===== src/rtl/hazard_scoreboard_if.sv =====
// ID-side hazard bundle: decode fields and branch in, stall/flush/issue out.
// master = ID stage driver, slave = hazard_scoreboard.
interface hazard_scoreboard_if #(
  parameter int REG_AW = 5,
  parameter int CNT_W  = 16
);
  logic              id_valid_i;
  logic [REG_AW-1:0] id_rs_i;
  logic [REG_AW-1:0] id_rt_i;
  logic              id_rs_use_i;
  logic              id_rt_use_i;
  logic [REG_AW-1:0] id_rd_i;
  logic              id_regwrite_i;
  logic [1:0]        id_class_i;
  logic              branch_taken_i;
  logic              pc_write_o;
  logic              ifid_write_o;
  logic              ifid_flush_o;
  logic              idex_flush_o;
  logic              issue_o;
  logic [CNT_W-1:0]  stall_cnt_o;
  logic [CNT_W-1:0]  flush_cnt_o;

  modport master (
    output id_valid_i, id_rs_i, id_rt_i, id_rs_use_i, id_rt_use_i,
    output id_rd_i, id_regwrite_i, id_class_i, branch_taken_i,
    input  pc_write_o, ifid_write_o, ifid_flush_o, idex_flush_o,
    input  issue_o, stall_cnt_o, flush_cnt_o
  );

  modport slave (
    input  id_valid_i, id_rs_i, id_rt_i, id_rs_use_i, id_rt_use_i,
    input  id_rd_i, id_regwrite_i, id_class_i, branch_taken_i,
    output pc_write_o, ifid_write_o, ifid_flush_o, idex_flush_o,
    output issue_o, stall_cnt_o, flush_cnt_o
  );
endinterface


===== src/rtl/hazard_scoreboard.sv =====
// Countdown scoreboard for RAW/WAW on long-latency writes; drives stall/flush/issue.
// Ports: clk_i, rst_i (sync, high), hz (slave). `HAZ_PERF_CNT_EN adds perf counters.
module hazard_scoreboard #(
  parameter int REG_NUM = 32,
  parameter int REG_AW  = 5,
  parameter int MEM_LAT = 1,
  parameter int MUL_LAT = 4,
  parameter int CNT_W   = 16
) (
  input logic               clk_i,
  input logic               rst_i,
  hazard_scoreboard_if.slave hz
);
  localparam int MAXL  = (MEM_LAT > MUL_LAT) ? MEM_LAT : MUL_LAT;
  localparam int LAT_W = $clog2(MAXL + 1);

  logic [LAT_W-1:0] cnt_q [REG_NUM];
  logic [LAT_W-1:0] cnt_d [REG_NUM];
  logic [LAT_W-1:0] lat;
  logic rs_busy, rt_busy, waw, raw;
  logic stall, issue, load;

  always_comb begin
    lat = '0;
    case (hz.id_class_i)
      2'd1:    lat = LAT_W'(MEM_LAT);
      2'd2:    lat = LAT_W'(MUL_LAT);
      default: lat = '0;
    endcase
  end

  assign rs_busy = hz.id_rs_use_i && (hz.id_rs_i != '0)
                && (cnt_q[hz.id_rs_i] != '0);
  assign rt_busy = hz.id_rt_use_i && (hz.id_rt_i != '0)
                && (cnt_q[hz.id_rt_i] != '0);
  assign raw = rs_busy || rt_busy;
  assign waw = hz.id_regwrite_i && (hz.id_rd_i != '0)
            && (cnt_q[hz.id_rd_i] != '0);

  // a taken branch kills the ID instruction, so it never stalls
  assign stall = hz.id_valid_i && !hz.branch_taken_i && (raw || waw);
  assign issue = hz.id_valid_i && !hz.branch_taken_i && !stall;
  assign load  = issue && hz.id_regwrite_i && (hz.id_rd_i != '0);
  assign hz.issue_o = issue;

  always_comb begin
    hz.pc_write_o   = 1'b1;
    hz.ifid_write_o = 1'b1;
    hz.ifid_flush_o = 1'b0;
    hz.idex_flush_o = 1'b0;
    unique case (1'b1)
      hz.branch_taken_i: begin
        hz.ifid_flush_o = 1'b1;
        hz.idex_flush_o = 1'b1;
      end
      stall: begin
        hz.pc_write_o   = 1'b0;
        hz.ifid_write_o = 1'b0;
        hz.idex_flush_o = 1'b1;
      end
      default: ;
    endcase
  end

  always_comb begin
    cnt_d[0] = '0;
    for (int r = 1; r < REG_NUM; r++) begin
      cnt_d[r] = (cnt_q[r] != '0) ? cnt_q[r] - LAT_W'(1) : '0;
      // fresh issue overrides the decrement on its own entry
      if (load && (r == int'(hz.id_rd_i)))
        cnt_d[r] = lat;
    end
  end

  always_ff @(posedge clk_i) begin
    if (rst_i) begin
      for (int r = 0; r < REG_NUM; r++) cnt_q[r] <= '0;
    end else begin
      for (int r = 0; r < REG_NUM; r++) cnt_q[r] <= cnt_d[r];
    end
  end

`ifdef HAZ_PERF_CNT_EN
  logic [CNT_W-1:0] stall_cnt_q, flush_cnt_q;

  always_ff @(posedge clk_i) begin
    if (rst_i) begin
      stall_cnt_q <= '0;
      flush_cnt_q <= '0;
    end else begin
      if (stall && (stall_cnt_q != '1))
        stall_cnt_q <= stall_cnt_q + CNT_W'(1);
      if (hz.branch_taken_i && (flush_cnt_q != '1))
        flush_cnt_q <= flush_cnt_q + CNT_W'(1);
    end
  end

  assign hz.stall_cnt_o = stall_cnt_q;
  assign hz.flush_cnt_o = flush_cnt_q;
`else
  assign hz.stall_cnt_o = '0;
  assign hz.flush_cnt_o = '0;
`endif
endmodule


===== src/flat_wrapper.sv =====
// flat-port wrapper written by rule: the top's interface ports become plain ports
module hazard_scoreboard_flat 
#(
  parameter int REG_NUM = 32,
  parameter int REG_AW  = 5,
  parameter int MEM_LAT = 1,
  parameter int MUL_LAT = 4,
  parameter int CNT_W   = 16
)
  (clk_i, rst_i, hz_id_valid_i, hz_id_rs_i, hz_id_rt_i, hz_id_rs_use_i, hz_id_rt_use_i, hz_id_rd_i, hz_id_regwrite_i, hz_id_class_i, hz_branch_taken_i, hz_pc_write_o, hz_ifid_write_o, hz_ifid_flush_o, hz_idex_flush_o, hz_issue_o, hz_stall_cnt_o, hz_flush_cnt_o);
  hazard_scoreboard_if #(.REG_AW(REG_AW), .CNT_W(CNT_W)) hz_i ();
  input logic clk_i;
  input logic rst_i;
  input wire logic [$bits(hz_i.id_valid_i)-1:0] hz_id_valid_i;
  input wire logic [$bits(hz_i.id_rs_i)-1:0] hz_id_rs_i;
  input wire logic [$bits(hz_i.id_rt_i)-1:0] hz_id_rt_i;
  input wire logic [$bits(hz_i.id_rs_use_i)-1:0] hz_id_rs_use_i;
  input wire logic [$bits(hz_i.id_rt_use_i)-1:0] hz_id_rt_use_i;
  input wire logic [$bits(hz_i.id_rd_i)-1:0] hz_id_rd_i;
  input wire logic [$bits(hz_i.id_regwrite_i)-1:0] hz_id_regwrite_i;
  input wire logic [$bits(hz_i.id_class_i)-1:0] hz_id_class_i;
  input wire logic [$bits(hz_i.branch_taken_i)-1:0] hz_branch_taken_i;
  output wire logic [$bits(hz_i.pc_write_o)-1:0] hz_pc_write_o;
  output wire logic [$bits(hz_i.ifid_write_o)-1:0] hz_ifid_write_o;
  output wire logic [$bits(hz_i.ifid_flush_o)-1:0] hz_ifid_flush_o;
  output wire logic [$bits(hz_i.idex_flush_o)-1:0] hz_idex_flush_o;
  output wire logic [$bits(hz_i.issue_o)-1:0] hz_issue_o;
  output wire logic [$bits(hz_i.stall_cnt_o)-1:0] hz_stall_cnt_o;
  output wire logic [$bits(hz_i.flush_cnt_o)-1:0] hz_flush_cnt_o;
  assign hz_i.id_valid_i = hz_id_valid_i;
  assign hz_i.id_rs_i = hz_id_rs_i;
  assign hz_i.id_rt_i = hz_id_rt_i;
  assign hz_i.id_rs_use_i = hz_id_rs_use_i;
  assign hz_i.id_rt_use_i = hz_id_rt_use_i;
  assign hz_i.id_rd_i = hz_id_rd_i;
  assign hz_i.id_regwrite_i = hz_id_regwrite_i;
  assign hz_i.id_class_i = hz_id_class_i;
  assign hz_i.branch_taken_i = hz_branch_taken_i;
  assign hz_pc_write_o = hz_i.pc_write_o;
  assign hz_ifid_write_o = hz_i.ifid_write_o;
  assign hz_ifid_flush_o = hz_i.ifid_flush_o;
  assign hz_idex_flush_o = hz_i.idex_flush_o;
  assign hz_issue_o = hz_i.issue_o;
  assign hz_stall_cnt_o = hz_i.stall_cnt_o;
  assign hz_flush_cnt_o = hz_i.flush_cnt_o;
  hazard_scoreboard #(.REG_NUM(REG_NUM), .REG_AW(REG_AW), .MEM_LAT(MEM_LAT), .MUL_LAT(MUL_LAT), .CNT_W(CNT_W)) u_core (.clk_i(clk_i), .rst_i(rst_i), .hz(hz_i));
endmodule

===== config.mk =====
export PLATFORM = sky130hd
export DESIGN_NAME = hazard_scoreboard_flat
export DESIGN_NICKNAME = d
export VERILOG_FILES = /design/src/rtl/hazard_scoreboard_if.sv /design/src/rtl/hazard_scoreboard.sv /design/src/flat_wrapper.sv
export SDC_FILE = /design/constraint.sdc
export NUM_CORES = 1
export LEC_CHECK = 0
export BUFFER_PORTS_ARGS = -buffer_cell sky130_fd_sc_hd__buf_2
export CORE_MARGIN = 2
export CORE_UTILIZATION = 35
export DETAILED_ROUTE_END_ITERATION = 6
export HOLD_SLACK_MARGIN = 0.1
export PLACE_DENSITY = 0.53
export SYNTH_ARGS = -nofsm -noshare
export SYNTH_HDL_FRONTEND = slang
export SYNTH_SLANG_ARGS = --single-unit

===== constraint.sdc =====
create_clock -name clk_i -period 10.5 [get_ports clk_i]
set_input_delay 2.625 -clock clk_i [delete_from_list [all_inputs] [get_ports clk_i]]
set_output_delay 2.625 -clock clk_i [all_outputs]
set_load 0.01 [all_outputs]

# Word level (Yosys, flattened, before mapping)

Memories as Yosys holds them, arrays and structs flattened.
Cells that the tools add are included.

Add/subtract/negate cells: 31
Multiply operators: 0
Div/mod/pow operators: 0
Order comparisons: 0
Equality and inequality tests: 33
Shift operators: 0
Multiplexer cells: 101
Bitwise operators: 32
Reduce and logical (&&, ||, !) cells: 84

Operators by type and width:

| operator                                                               | number |
|---|---|
| 3-bit two-way mux                                                      | 94 |
| 3-bit nonzero test                                                     | 34 |
| 3-bit by 1-bit subtractor with 3-bit output (second input constant)    | 31 |
| 5-bit equality test (first input constant)                             | 16 |
| 1-bit logical AND                                                      | 42 |
| 4-bit by 5-bit equality test with 1-bit output (first input constant)  | 8 |
| 1-bit OR                                                               | 32 |
| 3-bit by 5-bit equality test with 1-bit output (first input constant)  | 4 |
| 5-bit nonzero test                                                     | 3 |
| 2-bit by 5-bit equality test with 1-bit output (first input constant)  | 2 |
| 1-bit two-way mux                                                      | 6 |
| 3-bit one-hot mux with 2 select lines                                  | 1 |
| 1-bit by 5-bit equality test with 1-bit output (first input constant)  | 1 |
| 2-bit by 1-bit equality test with 1-bit output (second input constant) | 1 |
| 2-bit equality test (second input constant)                            | 1 |
| 1-bit logical NOT                                                      | 2 |
| 1-bit logical OR                                                       | 2 |
| 2-bit OR reduction                                                     | 1 |

Register bits after elaboration: 0
Latch bits: 0
Memory bits (writable): 96
Memory bits (read-only): 0
Input bits: 24
Output and inout bits: 37
Logic and storage cells: 282
Memories kept: 1

Memory list:

| memory       | words | width | rd ports | clocked after memory_dff | wr ports | line                    | source |
|---|---|---|---|---|---|---|---|
| u_core.cnt_q | 32    | 3     | 34       | 0                        | 32       | hazard_scoreboard.sv:17 | `logic [LAT_W-1:0] cnt_q [REG_NUM];` |

# Logic depth before layout (Yosys ltp)

Gate-level depths: netlist (run 1).

Depth after elaboration: 13
Depth in mapped cells: 11
Depth with buffers taken out: 7

# Worst setup path after synthesis (run 1)

OpenSTA, ideal clock, no wires.

Path kind: in2out
From: input hz_id_rd_i[0]
To: output hz_pc_write_o
Arrival: 4.539 ns
Required time: 7.875 ns
Setup slack: 3.336 ns
Cell stages on the path: 10
Buffers on the path: 4
Path through: buf_2 mux4_2 a31oi_1 a211oi_1 or3_1 buf_6 buf_12 nand3_2 nand2_1 buf_4

Longest elaborated chain between the ends: 6

RTL lines:

| element                                                 | line                                             | source |
|---|---|---|
| from (decl)                                             | flat_wrapper.sv:19                               | `input wire logic [$bits(hz_i.id_rd_i)-1:0] hz_id_rd_i;` |
| memory 32 x 3 bit or 5-bit nonzero test (tied branches) | -                                                |  |
| 3-bit nonzero test or 1-bit logical AND (tied branches) | hazard_scoreboard.sv:38, hazard_scoreboard.sv:37 |  |
| 1-bit logical AND *                                     | hazard_scoreboard.sv:38                          | `&& (cnt_q[hz.id_rd_i] != '0);` |
| 1-bit logical OR *                                      | hazard_scoreboard.sv:41                          | `assign stall = hz.id_valid_i && !hz.branch_taken_i && (raw \|\| waw);` |
| 1-bit logical AND *                                     | hazard_scoreboard.sv:41                          |  |
| 1-bit two-way mux *                                     | -                                                |  |
| to (decl)                                               | flat_wrapper.sv:23                               | `output wire logic [$bits(hz_i.pc_write_o)-1:0] hz_pc_write_o;` |

Every way passes the cells marked *; elsewhere a longest branch is shown, timed or not.

# Worst setup path in the final report (run 1)

From: input hz_id_rt_i[0]
To: output hz_issue_o

Longest elaborated chain between the ends: 8

RTL lines:

| element                                                 | line                                             | source |
|---|---|---|
| from (decl)                                             | flat_wrapper.sv:16                               | `input wire logic [$bits(hz_i.id_rt_i)-1:0] hz_id_rt_i;` |
| memory 32 x 3 bit or 5-bit nonzero test (tied branches) | -                                                |  |
| 3-bit nonzero test or 1-bit logical AND (tied branches) | hazard_scoreboard.sv:35, hazard_scoreboard.sv:34 |  |
| 1-bit logical AND *                                     | hazard_scoreboard.sv:35                          | `&& (cnt_q[hz.id_rt_i] != '0);` |
| 1-bit logical OR *                                      | hazard_scoreboard.sv:36                          | `assign raw = rs_busy \|\| rt_busy;` |
| 1-bit logical OR *                                      | hazard_scoreboard.sv:41                          |  |
| 1-bit logical AND *                                     | hazard_scoreboard.sv:41                          |  |
| 1-bit logical NOT *                                     | hazard_scoreboard.sv:42                          | `assign issue = hz.id_valid_i && !hz.branch_taken_i && !stall;` |
| 1-bit logical AND *                                     | hazard_scoreboard.sv:42                          |  |
| to (decl)                                               | flat_wrapper.sv:27                               | `output wire logic [$bits(hz_i.issue_o)-1:0] hz_issue_o;` |

Marks and branches as above.

==> flow_summary.json, run 1 <==
{
  "status": "finished, final reports clean",
  "maxCapViolCount": 0,
  "die_y_um": 154,
  "ys_warn_count": 0,
  "tightest_slew_ns": 1.01,
  "slowest_delay_ns": 0.63,
  "grt.total_usage": 0.149,
  "reg2regPathDepth": 8,
  "clock_latency_ns": 0.36,
  "r2r_setup_slack_ns": 7.17,
  "worst_clock_skew_ns": 0.0107,
  "post_cts_buffers": 0,
  "drt-total-wl_mm": 17.0,
  "vias": 5231,
  "largest_reg_flops": 93,
  "clk_pin_slew_ns": 0.06,
  "layout.cells.most_common_list": "inv_1 (128), ha_1 (93), dfxtp_1 (93)",
  "synth_area_leaders": "dfxtp_1 (24%), ha_1 (15%), nor4b_4 (8.8%), mux2i_1 (8.7%), nand4_4 (7.9%)",
  "end_kind": "output port",
  "die_w_um": 154,
  "drive_gt1_frac": 0.184,
  "synth_top_area_share": 0.237,
  "overflow": 0,
  "power.density_nw_per_um2": 121,
  "whs_path_depth": 2,
  "clk_path_buf_depth": 2,
  "setup_viol_count_final": 0,
  "syn_area_per_cell_sq_um": 10.3,
  "p_leak_nw": 3.63,
  "fin_crit_ns": 7.93,
  "cp_max_fo": 32,
  "area_growth_syn_to_layout_pct": 5.20,
  "dpl.hpwl_mm": 12.7,
  "rsz0062_at_grt": "no",
  "fp-row-count": 54,
  "h-tree-depth": 3,
  "cts_resized": 0,
  "dr.pass1.iters": 4,
  "dieArea_sq_um": 23600,
  "antenna_found_initial": 3,
  "post-route-drc-count": 0,
  "cts-hold-fix-buffers": 0,
  "vdd_drop_max_v": 0.0000732,
  "wire_per_inst_um": 16.2,
  "grt_pass1_vias": 5043,
  "ys_types": 58,
  "core_area_sq_um": 21900,
  "hold_class": "flip-flop to flip-flop",
  "cpMaxStageDelayCell": "buf_4",
  "io_pins": 61,
  "maxSlewHeadroom": 0.322,
  "cp_common_cell": "buf_2",
  "fin_crit_sh": 0.755,
  "final_cells": 1048,
  "reg.largest.list": "u_core.cnt_q x93",
  "fin_util": 0.377,
  "synth_flop_cell": "dfxtp_1",
  "drtAntennaViolNets": 0,
  "synth-edff-count": 0,
  "worstPathRequired_ns": 7.88,
  "cts_tree": "built",
  "netlist_area_sq_um": 7850,
  "yosysTopAreaCell": "dfxtp_1",
  "regMostFlops": "u_core.cnt_q",
  "gp_congestion": 0.829,
  "mostFrequentLayoutCell": "inv_1",
  "startpoint_type": "input pin",
  "fmax_mhz": 126,
  "drv_slew": 0,
  "hold_viol_final": 0,
  "numPlacedInstances": 1031,
  "fillers": 2171,
  "nets": 879,
  "cts_sinks": 93,
  "synthCells": 761,
  "async_flop_share": 0,
  "cp.arrival_ns": 5.30,
  "root_buffer": "clkbuf_16",
  "synth-seq-cells": 93,
  "path_class": "input pin to output port",
  "finalSetupTns_ns": 0,
  "cts_buffers": 9,
  "ys_seq_area_frac": 0.237,
  "port_buffers": 28,
  "viasPerCell": 4.99,
  "grt_pass1_wl_mm": 27.6,
  "cp_cell_sequence": "buf_2, mux4_2, a31oi_1, o22ai_1, a311oi_1, a221o_2, buf_4, nand3_2, nor3b_2, buf_2",
  "grt_max_degree": 58,
  "initial_core_util": 0.359,
  "drtIter0Drc": 328
}
==> synth_stat cells (all sizes together), types with 2 or more instances <==
cell / count
nand2: 10
nand4: 33
nor2: 28
nor2b: 4
mux2i: 68
a311oi: 3
o22ai: 3
ha: 93
dfxtp: 93
and4: 2
mux4: 20
nor4: 7
o21ai: 2
nand2b: 33
a41oi: 2
or2: 2
nand3b: 2
or3: 36
clkbuf: 17
a211oi: 3
a31oi: 5
o22a: 2
nand3: 8
inv: 129
nor3: 49
or3b: 2
o211ai: 3
nor3b: 2
nor4b: 29
or4b: 2
buf: 57
==> through the flow <==
step,hold WS (ns),power [mW],instance area (sq um),setup WS (ns)
2_1_floorplan,0.513,0.638,7970,3.34
3_3_place_gp,0.543,0.677,7960,2.56
3_5_place_dp,0.543,0.679,7960,2.53
4_1_cts,0.557,1.02,8250,2.53
5_1_grt,0.577,1.06,8250,2.36
6_report,0.553,1.00,8260,2.57
==> final timing paths <==
| check | startpoint | end |
|---|---|---|
| min reg2reg | u_core.cnt_q[12][0] | u_core.cnt_q[12][0] |
| max | hz_id_rt_i[0] | hz_issue_o |
| max reg2reg | u_core.cnt_q[26][0] | u_core.cnt_q[28][2] |
| min | u_core.cnt_q[12][0] | u_core.cnt_q[12][0] |
==> worst max-delay path, delay by kind of cell <==
| family | cells | cell delay, ns |
|---|---|---|
| AO/OA/AOI/OAI | 4 | 0.63 |
| AND/OR/NAND/NOR | 2 | 0.46 |
| buffers and inverters | 3 | 1.04 |
| multiplexers | 1 | 0.54 |
==> cell families after synthesis <==
logic type | after synthesis | share of synthesized area
DFF | 93 | 0.237
and+or+nand+nor | 251 | 0.306
AOI/OAI and AO/OA | 31 | 0.0311
muxes | 89 | 0.146
adders and majority gates | 93 | 0.148
buffers and inverters | 203 | 0.131
other | 1 | 0.000478
==> where the power goes <==
part | internal (mW) | switching [mW]
logic | 0.114 | 0.166
registers | 0.374 | 0.0168
clock network | 0.187 | 0.144
==> metal layers <==
metal	up-vias	GRT usage	routed length, um
li1	2558	-	-
met4	4	0.0467	319
met5	-	0	21
met3	25	0.0403	761
met2	95	0.234	7930
met1	2549	0.199	7930
==> final cells by class <==
type / count / area [sq um] / share of cell area
diodes: 1 / 2.50 / 0.000303
clock inverters: 2 / 15.0 / 0.00182
multi-input cells: 496 / 5080 / 0.615
clock buffers: 14 / 284 / 0.0344
flip-flops and latches: 93 / 1860 / 0.225
repair buffers: 33 / 180 / 0.0218
inverters: 129 / 484 / 0.0586
well taps: 280 / 350 / 0.0424
No activity file was read; power rests on OpenSTA's default activity.
==> run 2, diff against run 1 <==
--- a/config.mk
+++ b/config.mk
@@ -5,12 +5,13 @@
 export SDC_FILE = /design/constraint.sdc
 export NUM_CORES = 1
 export LEC_CHECK = 0
+export ABC_AREA = 1
 export BUFFER_PORTS_ARGS = -buffer_cell sky130_fd_sc_hd__buf_2
 export CORE_MARGIN = 2
 export CORE_UTILIZATION = 35
 export DETAILED_ROUTE_END_ITERATION = 6
 export HOLD_SLACK_MARGIN = 0.1
-export PLACE_DENSITY = 0.53
+export PLACE_DENSITY = 0.55
 export SYNTH_ARGS = -nofsm -noshare
 export SYNTH_HDL_FRONTEND = slang
 export SYNTH_SLANG_ARGS = --single-unit
==> constraint.sdc (replaced) <==
create_clock -name clk_i -period 6.65 [get_ports clk_i]
set_input_delay 1.6625 -clock clk_i [delete_from_list [all_inputs] [get_ports clk_i]]
set_output_delay 1.6625 -clock clk_i [all_outputs]
set_load 0.01 [all_outputs]
==> flow_summary.json, run 2 <==
{
  "netlist_area_sq_um": 8010,
  "finalSetupTns_ns": 0,
  "fmax_mhz": 184,
  "viasPerCell": 4.86,
  "rsz0062_at_grt": "no",
  "design_area_sq_um": 8520,
  "min_from": "u_core.cnt_q[15][0]",
  "root_buffer": "clkbuf_16",
  "startpoint_type": "input pin",
  "synthCells": 1313,
  "grt.total_usage": 0.215,
  "total_power_mw": 1.64,
  "worstPathRequired_ns": 4.99,
  "clk_path_buf_depth": 2,
  "dpl_cell_area_sq_um": 8230,
  "regMostFlops": "u_core.cnt_q",
  "drv_slew": 0,
  "drtAntennaViolNets": 0,
  "synth_flop_cell": "dfxtp_1",
  "drive_gt1_frac": 0.0804,
  "syn_area_per_cell_sq_um": 6.10,
  "antenna_found_initial": 0,
  "synth_commonest_cells": "nand2_1 (323), inv_1 (264), nor2_1 (152)",
  "cts-hold-fix-buffers": 0,
  "clk_pin_slew_ns": 0.07,
  "vdd_drop_max_v": 0.0000847,
  "synth-seq-cells": 93,
  "dpl.hpwl_mm": 18.4,
  "cts_buffers": 9,
  "synth-edff-count": 0,
  "layout.cells.most_common_list": "nand2_1 (323), inv_1 (264), nor2_1 (152)",
  "min_to": "u_core.cnt_q[15][0]",
  "fillers": 2482,
  "drtIter0Drc": 642,
  "cts_tree": "built",
  "async_flop_share": 0,
  "cp_cell_sequence": "buf_2, inv_1, nor2_1, nand2_1, nand2_1, inv_1, nand2_1, nand2_1, nand2_1, nand2_1, nand2_1, nand2_1, nand3_1, nand3_2, nand2_1, nand2_1, buf_2",
  "grt_pass1_wl_mm": 40.3,
  "dr.pass1.iters": 5,
  "fin_crit_ns": 5.43,
  "post_cts_buffers": 0,
  "ys_types": 26,
  "r2r_setup_slack_ns": 3.69,
  "overflow": 0,
  "clock_latency_ns": 0.36,
  "grt_pass1_vias": 7231,
  "p_leak_nw": 4.62,
  "cpMaxStageDelayCell": "nor2_1",
  "cp_common_cell": "nand2_1",
  "r2r_end": "u_core.cnt_q[20][0]",
  "cts_sinks": 93,
  "insertedDiodeCount": 0,
  "crit_family": "simple AND/OR/NAND/NOR gates",
  "power.density_nw_per_um2": 193,
  "end_kind": "output port",
  "mostFrequentLayoutCell": "nand2_1",
  "reg.largest.list": "u_core.cnt_q x93",
  "worst_clock_skew_ns": 0.00720,
  "port_buffers": 28,
  "fp-row-count": 55,
  "die_y_um": 155,
  "cp.arrival_ns": 3.77,
  "hold_class": "flip-flop to flip-flop",
  "gp_congestion": 1.01,
  "maxCapViolCount": 0,
  "largest_reg_flops": 93,
  "nets": 1430,
  "path_buf_inv": 4,
  "yosysTopAreaCell": "dfxtp_1",
  "drt-total-wl_mm": 25.4,
  "initial_core_util": 0.355,
  "ys_warn_count": 0,
  "setup_viol_count_final": 0,
  "maxSlewHeadroom": 0.306,
  "core_area_sq_um": 22600,
  "status": "finished, final reports clean",
  "area_growth_syn_to_layout_pct": 6.35,
  "die_w_um": 155,
  "reg2reg_from": "u_core.cnt_q[24][1]",
  "wire_per_inst_um": 15.8,
  "synth_most_common_cell": "nand2_1",
  "path_class": "input pin to output port",
  "h-tree-depth": 3,
  "cts_resized": 0,
  "synth_top_area_share": 0.232,
  "io_pins": 61,
  "vias": 7784,
  "whs_ns": 0.581,
  "tightest_slew_ns": 1.04,
  "ys_seq_area_frac": 0.232,
  "cp_max_fo": 12,
  "synth_area_leaders": "dfxtp_1 (23%), nand2_1 (15%), ha_1 (15%), inv_1 (12%), nor2_1 (7.1%)",
  "reg2regPathDepth": 16,
  "post-route-drc-count": 0,
  "dieArea_sq_um": 24100,
  "fin_util": 0.378,
  "hold_viol_final": 0,
  "grt_max_degree": 72,
  "slowest_delay_ns": 0.39,
  "whs_path_depth": 4,
  "fin_crit_sh": 0.817
}
-- run 2: cell types whose count changed after synthesis, moves of 33 or more --
cell,delta
inv_1,+136
mux2i_1,-68
nand2_1,+313
nand2b_1,-33
nand3_1,+72
nand4_1,+67
nor2_1,+124
or3_1,-36
-- run 2: layout make-up --
type	instances	area, sq um	area share
well taps	285	357	0.0418
multi-input cells	900	4780	0.561
flip-flops and latches	93	1860	0.218
repair buffers	37	208	0.0244
clock buffers	12	246	0.0289
clock inverters	4	47.5	0.00558
inverters	272	1020	0.120
-- run 2: metal layers --
metal,track usage,vias up,part of all wire
met2,0.354,203,0.45
met5,0,-,0
met3,0.0337,43,0.050
met1,0.288,3578,0.47
met4,0.0695,0,0.025
li1,-,3960,-
-- run 2: worst max-delay path by stage --
stage / from / endpoint / slack [ns] / cells past startpoint
2_1_floorplan: hz_id_rs_i[1] / hz_issue_o / 1.94 / 13
3_3_place_gp: hz_id_rt_i[1] / hz_idex_flush_o / 1.33 / 17
3_5_place_dp: hz_id_rt_i[1] / hz_idex_flush_o / 1.27 / 17
4_1_cts: hz_id_rt_i[1] / hz_idex_flush_o / 1.25 / 17
5_1_grt: hz_id_rt_i[1] / hz_idex_flush_o / 0.97 / 17
6_report: hz_id_rt_i[1] / hz_idex_flush_o / 1.22 / 17
-- run 2: logic make-up (layout without fill, tap and decap cells) --
kind of cell / Yosys count / after routing / synth area share
and+or+nand+nor: 731 / 731 / 0.407
AOI/OAI and AO/OA: 44 / 44 / 0.0295
DFF: 93 / 93 / 0.232
adders and majority gates: 93 / 93 / 0.145
other: 1 / 32 / 0.000468
buffers and inverters: 351 / 325 / 0.185
-- run 2: where the power goes --
group | switching (mW) | internal, mW | total, mW
Sequential | 0.0255 | 0.597 | 0.622
Combinational | 0.317 | 0.166 | 0.483
Clock | 0.236 | 0.301 | 0.537
-- run 2: worst reg2reg max path: cells and delay by family, from the launching register on --
kind,cells,cell delay [ns]
AO/OA/AOI/OAI,1,0.20
buffers and inverters,2,0.69
AND/OR/NAND/NOR,13,1.69
flip-flops,1,0.31
-- run 2: stage by stage --
stage                     instances  setup slack [ns]
after floorplan                1344              1.94
after CTS                      1603              1.25
after global routing           1603             0.973
after detailed placement       1587              1.27
final                          1603              1.22
after global placement         1587              1.33
